`config.mk`:
```
export PLATFORM = sky130hd
export DESIGN_NAME = mem_wb_stage
export DESIGN_NICKNAME = d
export VERILOG_FILES = /design/src/rtl/mem_wb_stage.sv
export SDC_FILE = /design/constraint.sdc
export NUM_CORES = 1
export LEC_CHECK = 0
export BUFFER_PORTS_ARGS = -buffer_cell sky130_fd_sc_hd__clkbuf_2
export CORE_MARGIN = 1.5
export CORE_UTILIZATION = 35
export CTS_CLUSTER_DIAMETER = 100
export CTS_CLUSTER_SIZE = 14
export DETAILED_ROUTE_END_ITERATION = 12
export GPL_ROUTABILITY_DRIVEN = 1
export PLACE_DENSITY = 0.62
export SYNTH_ARGS = -nofsm -noshare
export SYNTH_HDL_FRONTEND = slang
export SYNTH_SLANG_ARGS = --single-unit
```
`constraint.sdc`:
```
create_clock -name clk -period 2.1 [get_ports clk]
set_clock_uncertainty 0.2 [all_clocks]
set_input_delay 0.525 -clock clk [delete_from_list [all_inputs] [get_ports clk]]
set_output_delay 0.525 -clock clk [all_outputs]
set_load 0.05 [all_outputs]
```
`src/rtl/mem_wb_stage.sv`:
```
// MEM/WB pipeline stage of the LC-3b datapath.
// Selects writeback data and owns the NZP register and retired counter.
module mem_wb_stage (
    input  logic        clk,
    input  logic        reset,
    input  logic        stall,
    input  logic        flush,
    input  logic        in_valid,
    input  logic        in_ld_regfile,
    input  logic        in_ld_cc,
    input  logic [2:0]  in_dest,
    input  logic [1:0]  in_wbsel,
    input  logic [15:0] in_alu,
    input  logic [15:0] in_mem,
    input  logic [15:0] in_pc,
    input  logic        in_addr_lsb,
    output logic        regfile_load,
    output logic [2:0]  regfile_dest,
    output logic [15:0] regfile_in,
    output logic        wb_valid,
    output logic [2:0]  nzp,
    output logic [15:0] retired
);

    logic        valid_q, valid_d;
    logic        ld_rf_q, ld_rf_d;
    logic        ld_cc_q, ld_cc_d;
    logic [2:0]  dest_q, dest_d;
    logic [1:0]  wbsel_q, wbsel_d;
    logic [15:0] alu_q, alu_d;
    logic [15:0] mem_q, mem_d;
    logic [15:0] pc_q, pc_d;
    logic        lsb_q, lsb_d;
    logic [2:0]  nzp_q, nzp_d;
    logic [15:0] ret_q, ret_d;
    logic [7:0]  byte_lane;
    logic [15:0] wb_data;

    // Next stage contents: flush kills the incoming op, stall holds.
    always_comb begin
        valid_d = valid_q;
        ld_rf_d = ld_rf_q;
        ld_cc_d = ld_cc_q;
        dest_d  = dest_q;
        wbsel_d = wbsel_q;
        alu_d   = alu_q;
        mem_d   = mem_q;
        pc_d    = pc_q;
        lsb_d   = lsb_q;
        if (flush || !stall) begin
            valid_d = in_valid & ~flush;
            ld_rf_d = in_ld_regfile;
            ld_cc_d = in_ld_cc;
            dest_d  = in_dest;
            wbsel_d = in_wbsel;
            alu_d   = in_alu;
            mem_d   = in_mem;
            pc_d    = in_pc;
            lsb_d   = in_addr_lsb;
        end
    end

    // Stage register with synchronous reset.
    always_ff @(posedge clk) begin
        if (reset) begin
            valid_q <= 1'b0;
            ld_rf_q <= 1'b0;
            ld_cc_q <= 1'b0;
            dest_q  <= 3'd0;
            wbsel_q <= 2'd0;
            alu_q   <= 16'h0000;
            mem_q   <= 16'h0000;
            pc_q    <= 16'h0000;
            lsb_q   <= 1'b0;
        end else begin
            valid_q <= valid_d;
            ld_rf_q <= ld_rf_d;
            ld_cc_q <= ld_cc_d;
            dest_q  <= dest_d;
            wbsel_q <= wbsel_d;
            alu_q   <= alu_d;
            mem_q   <= mem_d;
            pc_q    <= pc_d;
            lsb_q   <= lsb_d;
        end
    end

    // Writeback mux, byte loads sign-extended from the addressed lane.
    always_comb begin
        byte_lane = lsb_q ? mem_q[15:8] : mem_q[7:0];
        wb_data   = alu_q;
        unique case (wbsel_q)
            2'd0: wb_data = alu_q;
            2'd1: wb_data = mem_q;
            2'd2: wb_data = {{8{byte_lane[7]}}, byte_lane};
            2'd3: wb_data = pc_q;
        endcase
    end

    // Condition codes and retire count derived from the held op.
    always_comb begin
        if (wb_data[15]) begin
            nzp_d = 3'b100;
        end else if (wb_data == 16'h0000) begin
            nzp_d = 3'b010;
        end else begin
            nzp_d = 3'b001;
        end
        ret_d = ret_q + 16'd1;
    end

    // NZP and retired counter; a held op re-updates NZP harmlessly.
    always_ff @(posedge clk) begin
        if (reset) begin
            nzp_q <= 3'b010;
            ret_q <= 16'h0000;
        end else begin
            if (valid_q && ld_cc_q) begin
                nzp_q <= nzp_d;
            end
            if (valid_q && !stall) begin
                ret_q <= ret_d;
            end
        end
    end

    assign regfile_load = valid_q & ld_rf_q;
    assign regfile_dest = dest_q;
    assign regfile_in   = wb_data;
    assign wb_valid     = valid_q;
    assign nzp          = nzp_q;
    assign retired      = ret_q;

endmodule

```
# Word level (Yosys, flattened, before mapping)
# Index checks and enable logic that the tools add are counted.
[word_totals]
register_bits = 76
output_inout_bits = 40
wordCells = 28
[classes]
add_sub_neg = 1
eq_ne = 3
n_mux = 4
n_bitwise = 3
reduce_logical = 6
[ops]
columns = ["op", "count"]
rows = [
  ["$pmux 16 s4", 1],
  ["$add 16x1->16 const B", 1],
  ["$logic_not 16->1", 1],
  ["$mux 8", 1],
  ["$eq 2x2->1 const B", 2],
  ["$mux 3", 1],
  ["$and 1x1->1", 2],
  ["$eq 2x1->1 const B", 1],
  ["$logic_and 1x1->1", 2],
  ["$logic_not 2->1", 1],
  ["$mux 2", 1],
  ["$logic_not 1->1", 1],
  ["$logic_or 1x1->1", 1],
  ["$not 1->1", 1],
]

# Logic depth before layout (Yosys ltp)
# Gate-level depths: netlist of the first run.
[depth]
word_depth = 5
mapped_depth = 9
mapped_depth_nobuf = 6

# Worst setup path after synthesis of the first run
# No wires, ideal clock.
[synth_path]
path_type = "reg-to-output"
from = "register wbsel_q[1]"
to = "output regfile_in[0]"
t_arrival_ps = 1722
required_ps = 1375
path_slack_ps = -347
stages_incl_launch_ff = 6
path_buffers = 3
cell_sequence = "dfxtp_1 buf_2 buf_2 buf_2 a211oi_1 a21oi_1"
[synth_between]
elab_chain_cells = 2
elab_cells_between_ends = 5
[synth_rtl]
columns = ["item", "line_no", "source"]
rows = [
  ["start: declaration", "29", "logic [1:0] wbsel_q, wbsel_d;"],
  ["start signal: assignment", "80", "wbsel_q <= wbsel_d;"],
  ["$eq 2x2->1, or another cell as far along", "92", "unique case (wbsel_q)"],
  ["$pmux 16 s4 *", "92", ""],
  ["end: declaration", "19", "output logic [15:0] regfile_in,"],
]
# Mark *: on every way between the ends. The rest lies on a longest branch, timed or not.

# Worst setup path in the final report of the first run
[layout_path]
from = "register wbsel_q[1]"
to = "output regfile_in[7]"
# The elaborated chain is that of the path after synthesis.

==> results.sh, run 1 <==
export IMPL_io_buffer_count=100
export IMPL_r2r_start="wbsel_q[0]$_SDFFE_PP0P_"
export IMPL_period_share=1.118
export IMPL_slew_headroom=0.7514
export IMPL_syn_area_um2=3542
export IMPL_hold_violations=0
export IMPL_hp_start="in_pc[10]"
export IMPL_synth_top_cell_area_share=0.4295
export IMPL_total_leakage_power_nw=2.219
export IMPL_crit_start="wbsel_q[1]$_SDFFE_PP0P_"
export IMPL_coreArea_um2=9774
export IMPL_synth_fa_ha_area_frac=0.003532
export IMPL_p_clk_frac=0.324
export IMPL_fp_dieArea_um2=10730
export IMPL_hp_class="input pin to flop"
export IMPL_path_common_cell="buf_6"
export IMPL_fin_crit_ns=2.349
export IMPL_max_stage_delay_ns=0.38
export IMPL_multi_input_area_um2=2168
export IMPL_synth_edf_count=0
export IMPL_root_buffer="clkbuf_8"
export IMPL_r2r_setup_slack_ns=-0.18
export IMPL_cts_buffers=9
export IMPL_grt_max_degree=57
export IMPL_clockBufferDepth=2
export IMPL_sw_frac_of_total=0.2972
export IMPL_worst_pin_slew_ns=0.3707
export IMPL_initial_core_util=0.3624
export IMPL_path_cells="buf_6 -> buf_6 -> mux2i_2 -> a22oi_2 -> o21a_2 -> buf_12"
export IMPL_yosysUniqueCellTypes=47
export IMPL_crit_required_ns=1.37
export IMPL_final_cell_area_um2=5283
export IMPL_ys_seq_area_frac=0.4295
export IMPL_cts_sinks=76
export IMPL_syn_nets=518
export IMPL_drc=0
export IMPL_r2r_end="nzp[1]$_SDFFE_PP1P_"
export IMPL_slowest_stage="dfxtp_4"
export IMPL_via_count=3602
export IMPL_yosysTopAreaCell="dfxtp_1"
export IMPL_place_gp_congestion=0.8997
export IMPL_post_route_cells_drive_above_1_share=0.3735
export IMPL_drt_initial_drc_count=136
export IMPL_whs_ns=0.1963
export IMPL_switchingPower_mw=1.110
export IMPL_synthMuxAreaShare=0.04698
export IMPL_report_final_slew_viol_count=0
export IMPL_layout_cells_non_filler=714
export IMPL_share_comb_of_total_power=0.252
export IMPL_grt_antenna_before_repair=0
export IMPL_ys_flop_type="dfxtp_1"
export IMPL_syn_to_final_growth_pct=49.13
export IMPL_cp_start_kind="flop"
export IMPL_async_reset_ff_frac=0
export IMPL_max_cap_violations=0
export IMPL_hold_path_end="pc_q[10]$_SDFFE_PP0P_"
export IMPL_yosysMostFrequentCell="nand2_1"
export IMPL_ys_top_cells_by_area="dfxtp_1 (43%), nand2_1 (13%), a21oi_1 (9.2%)"
export IMPL_clk_latency_ns=0.35
export IMPL_die_width_um=103.6
export IMPL_rows=36
export IMPL_grt_use_total=0.1934
export IMPL_fillerInstances=913
export IMPL_intPower_mw=2.625
export IMPL_yosys_top_cells_count="nand2_1 (124), dfxtp_1 (76), a21oi_1 (65)"
export IMPL_clk_pin_slew_worst_paths_ns=0.08
export IMPL_max_freq_mhz=425.8
export IMPL_worst_slack_ns=-0.2487
export IMPL_synth_xor_area_frac=0.03462
export IMPL_synth_top_family_by_area="simple AND/OR/NAND/NOR gates"
export IMPL_end_kind="primary output"
export IMPL_die_h_um=103.6
export IMPL_regArea_um2=1535
export IMPL_cts_tree="done"
export IMPL_holdPathStages=3
export IMPL_final_util=0.5405
export IMPL_postRouteAntennaNets=0
export IMPL_firstDrtPassIters=4
export IMPL_wl_mm=10.70
export IMPL_synth_seq_cells=76
export IMPL_synth_compound_area_frac=0.1830
export IMPL_grt_pass1_wl_mm=16.68
export IMPL_dp_cells=684
export IMPL_nNetsFinal=638
export IMPL_yosys_area_share_simple=0.2508
export IMPL_viasPerCell=5.045
export IMPL_r2r_cells=10
export IMPL_synth_cells=456
export IMPL_path_class="flop to primary output"
export IMPL_arrival_ns=1.62
export IMPL_grt_pass1_vias=3495
export IMPL_pin_count=101
export IMPL_p_per_area_nw_per_um2=707.0
export IMPL_syn_avg_cell_area_um2=7.768
export IMPL_failed_checks="negative setup slack"
export IMPL_wl_per_cell_um=14.99
export IMPL_outcome="complete, but fails checks"
export IMPL_ir_drop_v=0.0003782
export IMPL_cp_max_fo=7
export IMPL_overflow=0
export IMPL_antennaDiodeCount=0
export IMPL_dp_hpwl_mm=7.314
export IMPL_htree_levels=3
export IMPL_setup_violations=18
export IMPL_fin_tns_setup_ns=-3.545
export IMPL_rsz0062_at_grt="yes"
export IMPL_placed_area_um2=4537
export IMPL_synth_warnings=0
export IMPL_seq_power_share=0.424
cell usage in the layout, fill, tap and decap left out, types with 3 or more instances in the layout:
master,Yosys,final
nor2b_4,0,4
o221ai_4,0,4
buf_6,3,10
mux2i_4,0,5
nand2_1,124,124
clkinv_2,0,3
dfxtp_4,0,3
dfxtp_1,76,71
clkbuf_2,0,84
nor3_1,6,6
a21oi_1,65,60
a211oi_2,0,3
nor2_1,28,23
a211oi_1,6,3
o22ai_1,4,4
mux2i_1,13,7
nand4_1,6,6
nor2_2,0,4
xor2_1,11,11
buf_12,0,19
clkbuf_8,0,10
nand3_1,12,11
buf_4,2,25
nor2b_1,12,6
inv_1,4,3
xnor2_1,3,3
o21a_1,5,3
o21ai_0,7,3
a21oi_2,0,4
sequential cells by signal, indices dropped and copies added (netlist names):
| signal | cells |
|---|---|
| alu_q | 16 |
| mem_q | 16 |
| pc_q | 16 |
| retired | 16 |
| nzp | 3 |
| regfile_dest | 3 |
| wbsel_q | 2 |
| ld_cc_q | 1 |
| ld_rf_q | 1 |
| lsb_q | 1 |
| wb_valid | 1 |
repair_timing:
action | 4_1_cts | 5_1_grt
resized for setup | 58 | 32
hold buffers | 0 | 0
pin swaps | 11 | 9
cloned | 2 | 0
endpoints found under the setup margin | 17 | 18
buffers inserted | 9 | 4
hold endpoints to repair | 0 | 0
through the flow:
step / setup slack, ns / total power [mW]
2_1_floorplan: -0.07800 / 2.040
3_3_place_gp: 0.02254 / 2.374
3_5_place_dp: -0.02072 / 2.387
4_1_cts: -0.2525 / 3.688
5_1_grt: -0.3059 / 3.886
6_report: -0.2487 / 3.735
critical path, delay by kind of cell (launching register included):
family                 cells  cell delay [ns]
buffers and inverters      3             0.38
AOI/OAI and AO/OA          2             0.36
DFF                        1             0.38
muxes                      1             0.15
worst max path at each step:
stage,to,slack (ns)
detailed placement,regfile_in[1],-0.02
global placement,nzp[1]$_SDFFE_PP1P_,0.02
CTS,regfile_in[4],-0.25
floorplan,regfile_in[0],-0.08
finish,regfile_in[7],-0.25
global route,regfile_in[14],-0.31
per-layer routing:
| layer | vias to the layer above | track usage | wire (µm) |
|---|---|---|---|
| met5 | - | 0 | 0 |
| met3 | 30 | 0.05223 | 629 |
| met1 | 1668 | 0.2349 | 4614 |
| li1 | 1796 | - | - |
| met4 | 0 | 0.07242 | 326 |
| met2 | 108 | 0.3271 | 5133 |
area by class of cell:
class                           instances  area share
Multi-Input combinational cell        342      0.4105
Sequential cell                        76      0.2906
Clock buffer                            9     0.02345
Timing Repair Buffer                  143      0.2238
Inverter                                4    0.002842
Tap cell                              133     0.03150
Clock inverter                          7     0.01729
logic make-up after synthesis:
logic type / count (synthesis)
flops: 76
buf+inv: 38
mux: 16
fa+ha+maj: 1
simple gates: 204
compound gates: 107
xor+xnor: 14
power groups by stage:
stage	sequential (mW)	combinational (mW)	clock (mW)
CTS	1.58	0.883	1.23
global route	1.59	0.996	1.30
detailed placement	1.60	0.783	0
finish	1.58	0.941	1.21
floorplan	1.60	0.442	0
global placement	1.60	0.773	0
(Power assumes the default switching activity.)
==> run 2: changes to the inputs <==
--- a/config.mk
+++ b/config.mk
@@ -12,7 +12,7 @@
 export CTS_CLUSTER_SIZE = 14
 export DETAILED_ROUTE_END_ITERATION = 12
 export GPL_ROUTABILITY_DRIVEN = 1
-export PLACE_DENSITY = 0.62
+export PLACE_DENSITY = 0.61
 export SYNTH_ARGS = -nofsm -noshare
 export SYNTH_HDL_FRONTEND = slang
 export SYNTH_SLANG_ARGS = --single-unit
==> run 2 against run 1 <==
The flow still finishes with violations (negative setup slack). Maximum frequency down 1.3%. Routed wire length down 1.1%. Cell area down 0.36%. Power down 4.3%. Setup slack worse by 0.032 ns. Flip-flop and latch count unchanged. Clock-buffer cell count up 1. Global-route usage down 0.26 points. Highest routed layer unchanged.
==> results.sh, run 2 (same netlist as run 1, synthesis figures left out) <==
export IMPL_outcome="complete, but fails checks"
export IMPL_failed_checks="negative setup slack"
export IMPL_path_cells="buf_6 -> buf_6 -> nand2b_4 -> a21oi_2 -> a311o_1 -> inv_2 -> buf_12"
export IMPL_drt_initial_drc_count=165
export IMPL_end_kind="primary output"
export IMPL_report_final_slew_viol_count=0
export IMPL_cp_start_kind="flop"
export IMPL_die_h_um=103.6
export IMPL_pin_count=101
export IMPL_final_util=0.5385
export IMPL_grt_antenna_before_repair=0
export IMPL_clk_latency_ns=0.35
export IMPL_p_per_area_nw_per_um2=679.1
export IMPL_hold_path_end="pc_q[1]$_SDFFE_PP0P_"
export IMPL_overflow=0
export IMPL_holdPathStages=3
export IMPL_cts_tree="done"
export IMPL_path_common_cell="buf_6"
export IMPL_via_count=3595
export IMPL_post_route_cells_drive_above_1_share=0.3706
export IMPL_wl_mm=10.58
export IMPL_cpLargestDelayFamily="buffers and inverters"
export IMPL_slowest_stage="dfxtp_4"
export IMPL_viasPerCell=4.965
export IMPL_pre_cts_ws_ns=-0.06323
export IMPL_initial_core_util=0.3624
export IMPL_max_freq_mhz=420.1
export IMPL_worst_path_buf_inv=4
export IMPL_io_buffer_count=100
export IMPL_worst_pin_slew_ns=0.3367
export IMPL_die_width_um=103.6
export IMPL_final_common_cell="nand2_1"
export IMPL_cp_max_fo=5
export IMPL_arrival_ns=1.66
export IMPL_total_leakage_power_nw=2.211
export IMPL_ir_drop_v=0.0003638
export IMPL_final_cell_area_um2=5264
export IMPL_rsz0062_at_grt="yes"
export IMPL_antennaDiodeCount=0
export IMPL_clk_pin_slew_worst_paths_ns=0.09
export IMPL_wl_per_cell_um=14.62
export IMPL_htree_levels=3
export IMPL_path_class="flop to primary output"
export IMPL_hp_class="input pin to flop"
export IMPL_grt_pass1_wl_mm=16.69
export IMPL_layout_common_cells="nand2_1 (124), clkbuf_2 (84), dfxtp_1 (71), a21oi_1 (59), buf_4 (31)"
export IMPL_max_cap_violations=0
export IMPL_layout_cells_non_filler=724
export IMPL_dp_hpwl_mm=7.425
export IMPL_worst_slack_ns=-0.2804
export IMPL_placed_area_um2=4532
export IMPL_r2r_start="lsb_q$_SDFFE_PP0P_"
export IMPL_postRouteAntennaNets=0
export IMPL_firstDrtPassIters=5
export IMPL_cts_buffers=9
export IMPL_r2r_setup_slack_ns=-0.18
export IMPL_r2r_cells=8
export IMPL_root_buffer="clkbuf_8"
export IMPL_grt_max_degree=57
export IMPL_fin_crit_ns=2.380
export IMPL_hp_start="in_pc[1]"
export IMPL_max_stage_delay_ns=0.37
export IMPL_crit_required_ns=1.37
export IMPL_period_share=1.134
export IMPL_dp_cells=683
export IMPL_r2r_end="nzp[1]$_SDFFE_PP1P_"
export IMPL_setup_violations=18
export IMPL_rows=36
export IMPL_slew_headroom=0.7726
export IMPL_grt_pass1_vias=3470
export IMPL_syn_to_final_growth_pct=48.60
export IMPL_hold_violations=0
export IMPL_drc=0
export IMPL_fp_dieArea_um2=10730
export IMPL_coreArea_um2=9774
export IMPL_place_gp_congestion=0.8551
export IMPL_cts_sinks=76
export IMPL_nNetsFinal=648
export IMPL_clockBufferDepth=2
export IMPL_grt_use_total=0.1908
## run 2: through the flow
stage	setup TNS (ns)	total power [mW]	hold slack, ns
3_5_place_dp	-0.1432	2.391	0.2416
6_report	-4.029	3.575	0.1900
2_1_floorplan	-0.4647	2.040	0.2273
5_1_grt	-5.100	3.736	0.1804
4_1_cts	-3.857	3.504	0.1770
3_3_place_gp	-0.06234	2.380	0.2347
## run 2: per-layer routing
layer / vias to the layer above / GRT usage / routed length, µm
met3: 23 / 0.04909 / 549
met2: 96 / 0.3257 / 5174
met1: 1670 / 0.2333 / 4628
met4: 0 / 0.06548 / 230
li1: 1806 / - / -
met5: - / 0 / 0
## run 2: power breakdown
part | switching [mW] | internal (mW) | total [mW]
combinational | 0.493 | 0.459 | 0.952
sequential | 0.0698 | 1.51 | 1.58
clock | 0.576 | 0.469 | 1.04
total | 1.14 | 2.44 | 3.57
## run 2: tightest hold or removal path: stages
cell,delay (ns)
clkbuf_2,0.08
nand2_1,0.05
a21oi_1,0.05
## run 2: layout make-up
type | instances | area, µm²
clock inverters | 6 | 48.80
well taps | 133 | 166.4
flip-flops and latches | 76 | 1535
fillers | 934 | 4511
clock buffers | 10 | 137.6
multi-input cells | 342 | 2118
repair buffers | 153 | 1242
inverters | 4 | 15.01
## run 2: worst max-delay path by stage
stage	cells after the start	slack (ns)	endpoint	start
finish	7	-0.28	regfile_in[15]	wbsel_q[0]$_SDFFE_PP0P_
global route	7	-0.35	regfile_in[1]	wbsel_q[0]$_SDFFE_PP0P_
CTS	7	-0.28	regfile_in[15]	wbsel_q[0]$_SDFFE_PP0P_
detailed placement	5	-0.06	regfile_in[14]	wbsel_q[1]$_SDFFE_PP0P_
global placement	5	-0.06	regfile_in[14]	wbsel_q[1]$_SDFFE_PP0P_
floorplan	5	-0.08	regfile_in[0]	wbsel_q[1]$_SDFFE_PP0P_
## run 2: repair_timing
item	4_1_cts	5_1_grt
hold buffers	0	0
endpoints found under the setup margin	17	18
setup buffers	8	18
pin swaps	9	15
cloned	2	0
gates resized for setup	43	49
==> run 3: changes to the inputs <==
--- a/config.mk
+++ b/config.mk
@@ -7,12 +7,13 @@
 export LEC_CHECK = 0
 export BUFFER_PORTS_ARGS = -buffer_cell sky130_fd_sc_hd__clkbuf_2
 export CORE_MARGIN = 1.5
-export CORE_UTILIZATION = 35
+export CORE_UTILIZATION = 45
 export CTS_CLUSTER_DIAMETER = 100
 export CTS_CLUSTER_SIZE = 14
 export DETAILED_ROUTE_END_ITERATION = 12
 export GPL_ROUTABILITY_DRIVEN = 1
-export PLACE_DENSITY = 0.61
+export PLACE_DENSITY = 0.75
 export SYNTH_ARGS = -nofsm -noshare
 export SYNTH_HDL_FRONTEND = slang
 export SYNTH_SLANG_ARGS = --single-unit
+export TNS_END_PERCENT = 20
==> run 3 against run 2 <==
Sequential share of layout area rose by 1.5 points. Cell count fell by 6.4%. Via count down 0.58%. Clock-buffer cell count stayed put. The flow still finishes with violations (negative setup slack). Core utilization rose by 11 points. Non-clock buffer count is 15 lower. First-iteration DRC count shrank 41%.
==> results.sh, run 3 (same netlist as run 1, synthesis figures left out) <==
export IMPL_antennaDiodeCount=0
export IMPL_ir_drop_v=0.0004035
export IMPL_grt_use_total=0.2452
export IMPL_dp_hpwl_mm=7.259
export IMPL_post_route_cells_drive_above_1_share=0.3316
export IMPL_pin_count=101
export IMPL_fillerInstances=661
export IMPL_worst_slack_ns=-0.2799
export IMPL_end_kind="primary output"
export IMPL_clk_latency_ns=0.35
export IMPL_grt_pass1_wl_mm=16.25
export IMPL_layout_common_cells="nand2_1 (124), clkbuf_2 (84), dfxtp_1 (72), a21oi_1 (61)"
export IMPL_arrival_ns=1.65
export IMPL_failed_checks="negative setup slack"
export IMPL_dr_max_layer_used="met4"
export IMPL_grt_antenna_before_repair=0
export IMPL_max_freq_mhz=420.2
export IMPL_cts_tree="done"
export IMPL_drt_initial_drc_count=98
export IMPL_syn_to_final_growth_pct=41.19
export IMPL_die_width_um=91.72
export IMPL_drc=0
export IMPL_p_clk_frac=0.322
export IMPL_grt_pass1_vias=3566
export IMPL_cts_buffers=9
export IMPL_grt_max_degree=54
export IMPL_cp_max_fo=4
export IMPL_total_leakage_power_nw=2.137
export IMPL_rows=32
export IMPL_drt_met1_wl_mm=4.118
export IMPL_cts_sinks=76
export IMPL_sw_frac_of_total=0.3058
export IMPL_via_count=3574
export IMPL_wl_per_cell_um=14.74
export IMPL_intPower_mw=2.502
export IMPL_cp_start_kind="flop"
export IMPL_switchingPower_mw=1.102
export IMPL_fp_dieArea_um2=8413
export IMPL_nNetsFinal=633
export IMPL_period_share=1.133
export IMPL_wl_met3_um=584
export IMPL_slew_headroom=0.7763
export IMPL_overflow=0
export IMPL_wl_met2_mm=4.976
export IMPL_hold_violations=0
export IMPL_p_per_area_nw_per_um2=720.8
export IMPL_firstDrtPassIters=4
export IMPL_clockBufferDepth=2
export IMPL_postRouteAntennaNets=0
export IMPL_hp_class="input pin to flop"
export IMPL_max_cap_violations=0
export IMPL_share_comb_of_total_power=0.241
export IMPL_worst_pin_slew_ns=0.3356
export IMPL_fin_crit_ns=2.380
export IMPL_outcome="complete, but fails checks"
export IMPL_clk_pin_slew_worst_paths_ns=0.08
export IMPL_htree_levels=3
export IMPL_wl_mm=9.991
export IMPL_report_final_slew_viol_count=0
export IMPL_rsz0062_at_grt="yes"
export IMPL_pre_cts_ws_ns=-0.1023
export IMPL_seq_power_share=0.437
export IMPL_path_class="flop to primary output"
export IMPL_initial_core_util=0.4608
export IMPL_fin_tns_setup_ns=-3.886
export IMPL_setup_violations=17
export IMPL_coreArea_um2=7687
export IMPL_io_buffer_count=100
export IMPL_hold_buffers=0
export IMPL_die_h_um=91.72
export IMPL_place_gp_congestion=0.9398
export IMPL_crit_required_ns=1.37
export IMPL_viasPerCell=5.271
export IMPL_final_common_cell="nand2_1"
export IMPL_root_buffer="clkbuf_8"
==> run 3: per-layer routing <==
metal	GRT usage	vias up
met1	0.2864	1663
li1	-	1779
met4	0.1090	0
met5	0	-
met2	0.4210	107
met3	0.06468	25
==> run 3: layout make-up <==
type,count,area [µm²],area share
Clock buffer,10,137.6,0.02752
Clock inverter,6,71.32,0.01426
Inverter,4,15.01,0.003002
Multi-Input combinational cell,342,2019,0.4038
Sequential cell,76,1534,0.3067
Tap cell,102,127.6,0.02552
Timing Repair Buffer,138,1096,0.2192
==> run 3: path summary, 6_finish.rpt <==
| path | depth (start not counted) | slack (ns) | endpoint | startpoint |
|---|---|---|---|---|
| worst min-delay path | 3 | 0.18 | wbsel_q[1]$_SDFFE_PP0P_ | in_wbsel[1] |
| worst min register to register | 2 | 0.25 | pc_q[15]$_SDFFE_PP0P_ | pc_q[15]$_SDFFE_PP0P_ |
| worst max register to register | 8 | -0.08 | nzp[1]$_SDFFE_PP1P_ | lsb_q$_SDFFE_PP0P_ |
| worst max-delay path | 5 | -0.28 | regfile_in[11] | lsb_q$_SDFFE_PP0P_ |
==> run 3: repair_timing <==
item / CTS / global route
buffers inserted: 7 / 0
endpoints found under the setup margin: 18 / 18
gates resized for setup: 40 / 13
pin swaps: 11 / 5
==> run 3: per-stage QoR <==
stage	hold WS [ns]	utilization	cells	cell area, µm²	power (mW)
detailed placement	0.2450	0.5864	655	4508	2.379
global placement	0.2342	0.5864	655	4508	2.359
floorplan	0.2273	-	456	3557	2.038
CTS	0.1735	0.6452	678	4960	3.600
finish	0.1802	0.6506	678	5001	3.605
global route	0.1763	0.6506	678	5001	3.759
==> run 3: worst max-delay path: stages, from the launching register on <==
cell and delay [ns]:
dfxtp_4 0.39, mux2i_4 0.34, buf_12 0.16, o221ai_4 0.09
o21a_1 0.16, buf_12 0.16
==> run 3: power groups by stage <==
stage,logic (mW),registers (mW),clock network (mW)
2_1_floorplan,0.441,1.60,0
3_3_place_gp,0.760,1.60,0
3_5_place_dp,0.777,1.60,0
4_1_cts,0.848,1.57,1.18
5_1_grt,0.924,1.58,1.25
6_report,0.867,1.58,1.16
